[src/rtl/grf_wport_arb.sv]
// -----------------------------------------------------------------------------
// grf_wport_arb
//
// Arbitrates the single register-file write port between the W pipeline stage
// and a multi-cycle unit (MDU). The pipeline cannot be back-pressured, so it
// always owns the port when it writes. MDU results are parked in a two-entry
// ordered buffer and drain through the port in cycles the pipeline leaves free.
//
// A pipeline write to a register that is still buffered cancels the buffered
// entry. The pipeline write is program-later, so the stale MDU value must
// never reach the register file.
//
// If the head entry waits STARVE_LIM cycles, stall_req asks the pipeline to
// leave W idle so that the head can retire.
//
// Ports
//   clk          clock, all state updates on the rising edge
//   reset        synchronous, active-high reset
//   pipe_we_i    W-stage write request (never back-pressured)
//   pipe_a3_i    W-stage destination register
//   pipe_wd_i    W-stage write data
//   mdu_valid_i  MDU result valid
//   mdu_a3_i     MDU destination register
//   mdu_wd_i     MDU result data
//   mdu_ready_o  buffer can accept an MDU result this cycle (registered)
//   grf_we_o     register-file write enable
//   grf_a3_o     register-file write address
//   grf_wd_o     register-file write data
//   chk_a_i      decode-stage source register to check
//   chk_hit_o    chk_a_i matches a valid buffered entry
//   stall_req_o  request to idle W next cycle (registered)
//   pend_cnt_o   number of valid buffered entries (registered)
// -----------------------------------------------------------------------------
module grf_wport_arb #(
    parameter int unsigned STARVE_LIM = 4
) (
    input  logic        clk,
    input  logic        reset,

    input  logic        pipe_we_i,
    input  logic [4:0]  pipe_a3_i,
    input  logic [31:0] pipe_wd_i,

    input  logic        mdu_valid_i,
    input  logic [4:0]  mdu_a3_i,
    input  logic [31:0] mdu_wd_i,
    output logic        mdu_ready_o,

    output logic        grf_we_o,
    output logic [4:0]  grf_a3_o,
    output logic [31:0] grf_wd_o,

    input  logic [4:0]  chk_a_i,
    output logic        chk_hit_o,
    output logic        stall_req_o,
    output logic [1:0]  pend_cnt_o
);

    // The wait counter must be able to hold STARVE_LIM itself.
    localparam int unsigned WcntW = (STARVE_LIM < 1) ? 1 : $clog2(STARVE_LIM + 1);
    localparam logic [WcntW-1:0] WcntMax = WcntW'(STARVE_LIM);

    typedef struct packed {
        logic             vld;
        logic [4:0]       a3;
        logic [31:0]      wd;
        logic [WcntW-1:0] wcnt;
    } slot_t;

    // Slot 0 is the head. Valid entries are always packed toward the head,
    // so slot 1 is only valid if slot 0 is valid.
    slot_t [1:0] slot_q;
    slot_t [1:0] slot_d;

    logic       pipe_hit;
    logic       head_wr;
    logic [1:0] cancel;
    logic [1:0] keep;
    logic       mdu_accept;
    logic       mdu_store;
    slot_t      new_slot;

    // -------------------------------------------------------------------------
    // Registered status
    // -------------------------------------------------------------------------
    assign pend_cnt_o  = {1'b0, slot_q[0].vld} + {1'b0, slot_q[1].vld};
    assign mdu_ready_o = (pend_cnt_o < 2'd2);
    assign stall_req_o = slot_q[0].vld && (slot_q[0].wcnt == WcntMax);

    always_comb begin
        chk_hit_o = 1'b0;
        if (chk_a_i != 5'd0) begin
            for (int i = 0; i < 2; i++) begin
                if (slot_q[i].vld && (slot_q[i].a3 == chk_a_i)) begin
                    chk_hit_o = 1'b1;
                end
            end
        end
    end

    // -------------------------------------------------------------------------
    // Port arbitration and per-slot fate for this cycle
    // -------------------------------------------------------------------------
    always_comb begin
        // A write to r0 has no architectural effect, so it does not occupy the
        // port and cannot cancel anything.
        pipe_hit = pipe_we_i && (pipe_a3_i != 5'd0);

        // Buffered entries never write while reset is held; reset discards them.
        head_wr  = !reset && !pipe_hit && slot_q[0].vld;

        for (int i = 0; i < 2; i++) begin
            cancel[i] = pipe_hit && slot_q[i].vld && (slot_q[i].a3 == pipe_a3_i);
        end

        keep[0] = slot_q[0].vld && !cancel[0] && !head_wr;
        keep[1] = slot_q[1].vld && !cancel[1];
    end

    always_comb begin
        grf_we_o = 1'b0;
        grf_a3_o = 5'd0;
        grf_wd_o = 32'd0;
        if (pipe_hit) begin
            grf_we_o = 1'b1;
            grf_a3_o = pipe_a3_i;
            grf_wd_o = pipe_wd_i;
        end else if (head_wr) begin
            grf_we_o = 1'b1;
            grf_a3_o = slot_q[0].a3;
            grf_wd_o = slot_q[0].wd;
        end
    end

    // -------------------------------------------------------------------------
    // MDU handshake
    // -------------------------------------------------------------------------
    // The handshake completes even for r0, but such a result is dropped.
    assign mdu_accept = mdu_valid_i && mdu_ready_o && !reset;
    assign mdu_store  = mdu_accept && (mdu_a3_i != 5'd0);

    always_comb begin
        new_slot      = '0;
        new_slot.vld  = 1'b1;
        new_slot.a3   = mdu_a3_i;
        new_slot.wd   = mdu_wd_i;
        new_slot.wcnt = '0;
    end

    // -------------------------------------------------------------------------
    // Next buffer contents: survivors in order, then the newly accepted entry.
    // Acceptance implies at most one entry was held, so at most two result.
    // -------------------------------------------------------------------------
    always_comb begin
        slot_d = '0;

        if (keep[0]) begin
            // Head stays head: it waited another cycle.
            slot_d[0] = slot_q[0];
            if (slot_q[0].wcnt != WcntMax) begin
                slot_d[0].wcnt = slot_q[0].wcnt + WcntW'(1);
            end
            if (keep[1]) begin
                slot_d[1] = slot_q[1];
            end else if (mdu_store) begin
                slot_d[1] = new_slot;
            end
        end else if (keep[1]) begin
            // Tail is promoted and starts its wait from zero.
            slot_d[0]      = slot_q[1];
            slot_d[0].wcnt = '0;
            if (mdu_store) begin
                slot_d[1] = new_slot;
            end
        end else if (mdu_store) begin
            slot_d[0] = new_slot;
        end
    end

    always_ff @(posedge clk) begin
        if (reset) begin
            slot_q <= '0;
        end else begin
            slot_q <= slot_d;
        end
    end

endmodule

[config.mk]
export PLATFORM = sky130hd
export DESIGN_NAME = grf_wport_arb
export DESIGN_NICKNAME = d
export VERILOG_FILES = /design/src/rtl/grf_wport_arb.sv
export SDC_FILE = /design/constraint.sdc
export NUM_CORES = 1
export LEC_CHECK = 0
export BUFFER_PORTS_ARGS = -buffer_cell sky130_fd_sc_hd__buf_4
export CAP_MARGIN = 40
export CORE_UTILIZATION = 36
export DETAILED_ROUTE_END_ITERATION = 8
export PLACE_DENSITY = 0.62
export SYNTH_ARGS = -nofsm -noshare
export SYNTH_HDL_FRONTEND = slang
export SYNTH_SLANG_ARGS = --single-unit
[constraint.sdc]
create_clock -name clk -period 1.8 [get_ports clk]
set_input_delay 0.27 -clock clk [delete_from_list [all_inputs] [get_ports clk]]
set_output_delay 0.27 -clock clk [all_outputs]
set_load 0.02 [all_outputs]
==> results.tsv <==
metric	value	unit
run status	finished with violations	
violated checks	negative setup slack	
CTS buffer count	9	
sum of negative setup slack	-5.68	ns
worst-skew pair later-pin latency	0.33	ns
startpoint type of the worst setup path	register	
Setup crit end kind	primary output	
multiplexer share of the synthesized area	0.00228	
Synth async-reset ratio	0	
Post-CTS Hold Buffers	0	
Setup CP Type	register to primary output	
DIE HEIGHT	112	um
power per standard cell area	715	nW/um2
CTS tree	yes	
met2 track utilization from global routing	0.361	
Synth Register Bits	79	
sequential element share of the synthesized area	0.360	
buffers from clock root to sink, at most	2	
unrepaired setup endpoints after global routing	yes	
final worst-path cycle share	1.10	
Port Buffer Count	125	
synthesized-area fraction occupied by and/or/nand/nor cells	0.241	
fraction of final layout cells with drive strength greater than 1	0.517	
length of the first detailed-routing pass in iterations	7	
synthesized netlist cell count	544	
met1 Use GR	0.270	
number of remaining DRC errors	0	
Crit path required time	1.53	ns
total setup violations reported at the end of the flow	86	
via count of the first global-routing pass	4445	
routed wirelength normalized by instance count	20.9	um
initial core utilization	0.377	
number of antenna violations at the first check in global routing	0	
last weighted congestion value of the routability-driven placer	0.873	
proportion of netlist area held by the largest area contributor	0.360	
GRT Util Overall	0.210	
synthesized area divided by synthesized cell count	8.08	um2
Synth warnings	0	
clock tree root buffer cell	sky130_fd_sc_hd__clkbuf_16	
DR vias	5403	
top cells by area, synth	sky130_fd_sc_hd__dfxtp_1 (36%), sky130_fd_sc_hd__nand4_1 (9.0%), sky130_fd_sc_hd__nand3_1 (8.9%)	
worst hold slack after final layout	0.211	ns
io pins	126	
commonest register cell after synthesis	sky130_fd_sc_hd__dfxtp_1	
post-synthesis net count	630	
Compound-Gate Fraction of Synth Area	0.269	
Max-slew headroom	0.569	
max_cap viols	0	
fill cell instance count of the final layout	888	
HPWL after detailed placement	8.98	mm
Leakage	2.98	nW
worst min-delay path class	primary input to register	
final hold violation count	0	
area enclosed by the die boundary	12700	um2
busiest layer in global routing	met2	
number of flip-flops in the largest register	79	
register bank with the most flops	slot_q	
clock sink total	79	
placeable core region	11700	um2
# rows	39	
via count normalized by instance count	6.24	
peak ir drop on the vdd network	0.439	mV
Worst Skew	0.00818	ns
mapped cell area	4400	um2
largest net degree at the start of global routing	54	
layout-stage area growth over the synthesis result	76.7	%
cell with the most instances after synthesis	sky130_fd_sc_hd__dfxtp_1	
placement-stage worst setup slack	-0.218	ns
number of synthesized flops with an enable pin	0	
final setup slack of the worst path	-0.188	ns
distinct cell type count after synthesis	43	
largest registers in the final layout	slot_q x79	
GR Util met3	0.0389	
XOR/XNOR share of the synthesized area	0.0418	
overall die width	112	um
Synth area leader	sky130_fd_sc_hd__dfxtp_1	
maximum fanout count along the critical path	2	
leading post-synthesis cells by instance count	sky130_fd_sc_hd__dfxtp_1 (79), sky130_fd_sc_hd__nand3_1 (78), sky130_fd_sc_hd__nand4_1 (63), sky130_fd_sc_hd__a21oi_1 (43)	
overflow left after global routing	0	
first-pass GRT wire length	21.7	mm
highest clock rate	0.503	GHz
dominant combinational cell family by area after synthesis	compound AO/OA/AOI/OAI gates	
time the final worst path needs with I/O delays and setup	1.99	ns
deepest level of the CTS H-tree	3	
clock slew at reported path FFs	0.07	ns
number of diodes	0	
final-report max-slew violation count	0	
Util after Layout	0.666	
crit path DAT	1.72	ns
iteration-0 DRC count of the detailed router	408	
area share of fa/ha/maj cells after synthesis	0.00854	
post-layout net count	804	
post-route ant nets	0	
final WL	18.1	mm
worst slew pin tran	0.646	ns
==> per-layer routing <==
metal / up-vias / part of all wire
met5: - / 0
met4: 0 / 0.026
met3: 43 / 0.072
met2: 289 / 0.51
met1: 2617 / 0.39
li1: 2454 / -
==> per-stage QoR <==
step	power, mW	cells	area (um2)
detailed placement	3.07	800	5830
finish	5.55	866	7760
global route	5.74	866	7760
global placement	3.04	800	5830
floorplan	2.55	544	4410
CTS	5.01	825	6310
==> cell usage in the layout (no fill, tap or decap), drive strengths merged, types with 2 or more instances in the layout <==
| cell | synthesis | routed |
|---|---|---|
| ha | 3 | 3 |
| clkbuf | 25 | 32 |
| xnor2 | 11 | 11 |
| o21ai | 3 | 3 |
| a21oi | 43 | 43 |
| o21a | 2 | 2 |
| a31oi | 34 | 34 |
| nand3 | 78 | 78 |
| inv | 6 | 7 |
| nand2 | 7 | 7 |
| xor2 | 10 | 10 |
| and2 | 2 | 2 |
| a311oi | 2 | 2 |
| or4 | 2 | 2 |
| a221oi | 6 | 6 |
| nor3 | 5 | 5 |
| dfxtp | 79 | 79 |
| a22o | 37 | 37 |
| o311a | 1 | 2 |
| buf | 41 | 207 |
| nand4 | 63 | 63 |
| nor2 | 37 | 37 |
| a211oi | 33 | 33 |
| nor4 | 2 | 2 |
| clkinv | 0 | 2 |
==> worst max-delay path, stage by stage, from the launching register on <==
cell and delay (ns):
sky130_fd_sc_hd__dfxtp_2 0.34, sky130_fd_sc_hd__buf_6 0.12, sky130_fd_sc_hd__xor2_1 0.16, sky130_fd_sc_hd__nor4_1 0.33
sky130_fd_sc_hd__nand3_1 0.15, sky130_fd_sc_hd__a21oi_2 0.15, sky130_fd_sc_hd__buf_4 0.15
==> path summary, 6_finish.rpt <==
kind	startpoint	endpoint	slack, ns	cells after the start
hold / removal	mdu_wd_i[28]	slot_q[31]	0.21	3
setup / recovery	slot_q[78]	chk_hit_o	-0.19	6
setup reg to reg	slot_q[76]	slot_q[55]	-0.17	8
hold reg to reg	slot_q[66]	slot_q[66]	0.50	2
==> cells by family after synthesis <==
family / Yosys count
flops: 79
buf+inv: 72
xor+xnor: 21
compound gates: 166
fa+ha+maj: 3
mux: 1
simple gates: 202
==> repair_timing <==
| item | 4_1_cts | 5_1_grt |
|---|---|---|
| gates resized for setup | 19 | 162 |
| buffers inserted | 8 | 18 |
| gates cloned | 1 | 25 |
| hold endpoints to repair | 0 | 0 |
| pin swaps | 8 | 101 |
| setup endpoints to repair | 105 | 108 |
==> area by class of cell <==
class                           instances  area (um2)  area share
Timing Repair Buffer                  228        2470       0.318
Sequential cell                        79        1590       0.205
Multi-Input combinational cell        394        3180       0.410
Tap cell                              143         179      0.0230
Clock inverter                          5        63.8     0.00822
Clock buffer                           11         253      0.0325
Inverter                                6        22.5     0.00290
==> where the power goes <==
group / total [mW] / switching [mW] / internal (mW)
clock: 1.91 / 0.750 / 1.16
sequential: 1.91 / 0.0679 / 1.84
combinational: 1.73 / 0.862 / 0.866
total: 5.55 / 1.68 / 3.87
No activity file was read; power rests on OpenSTA's default activity.
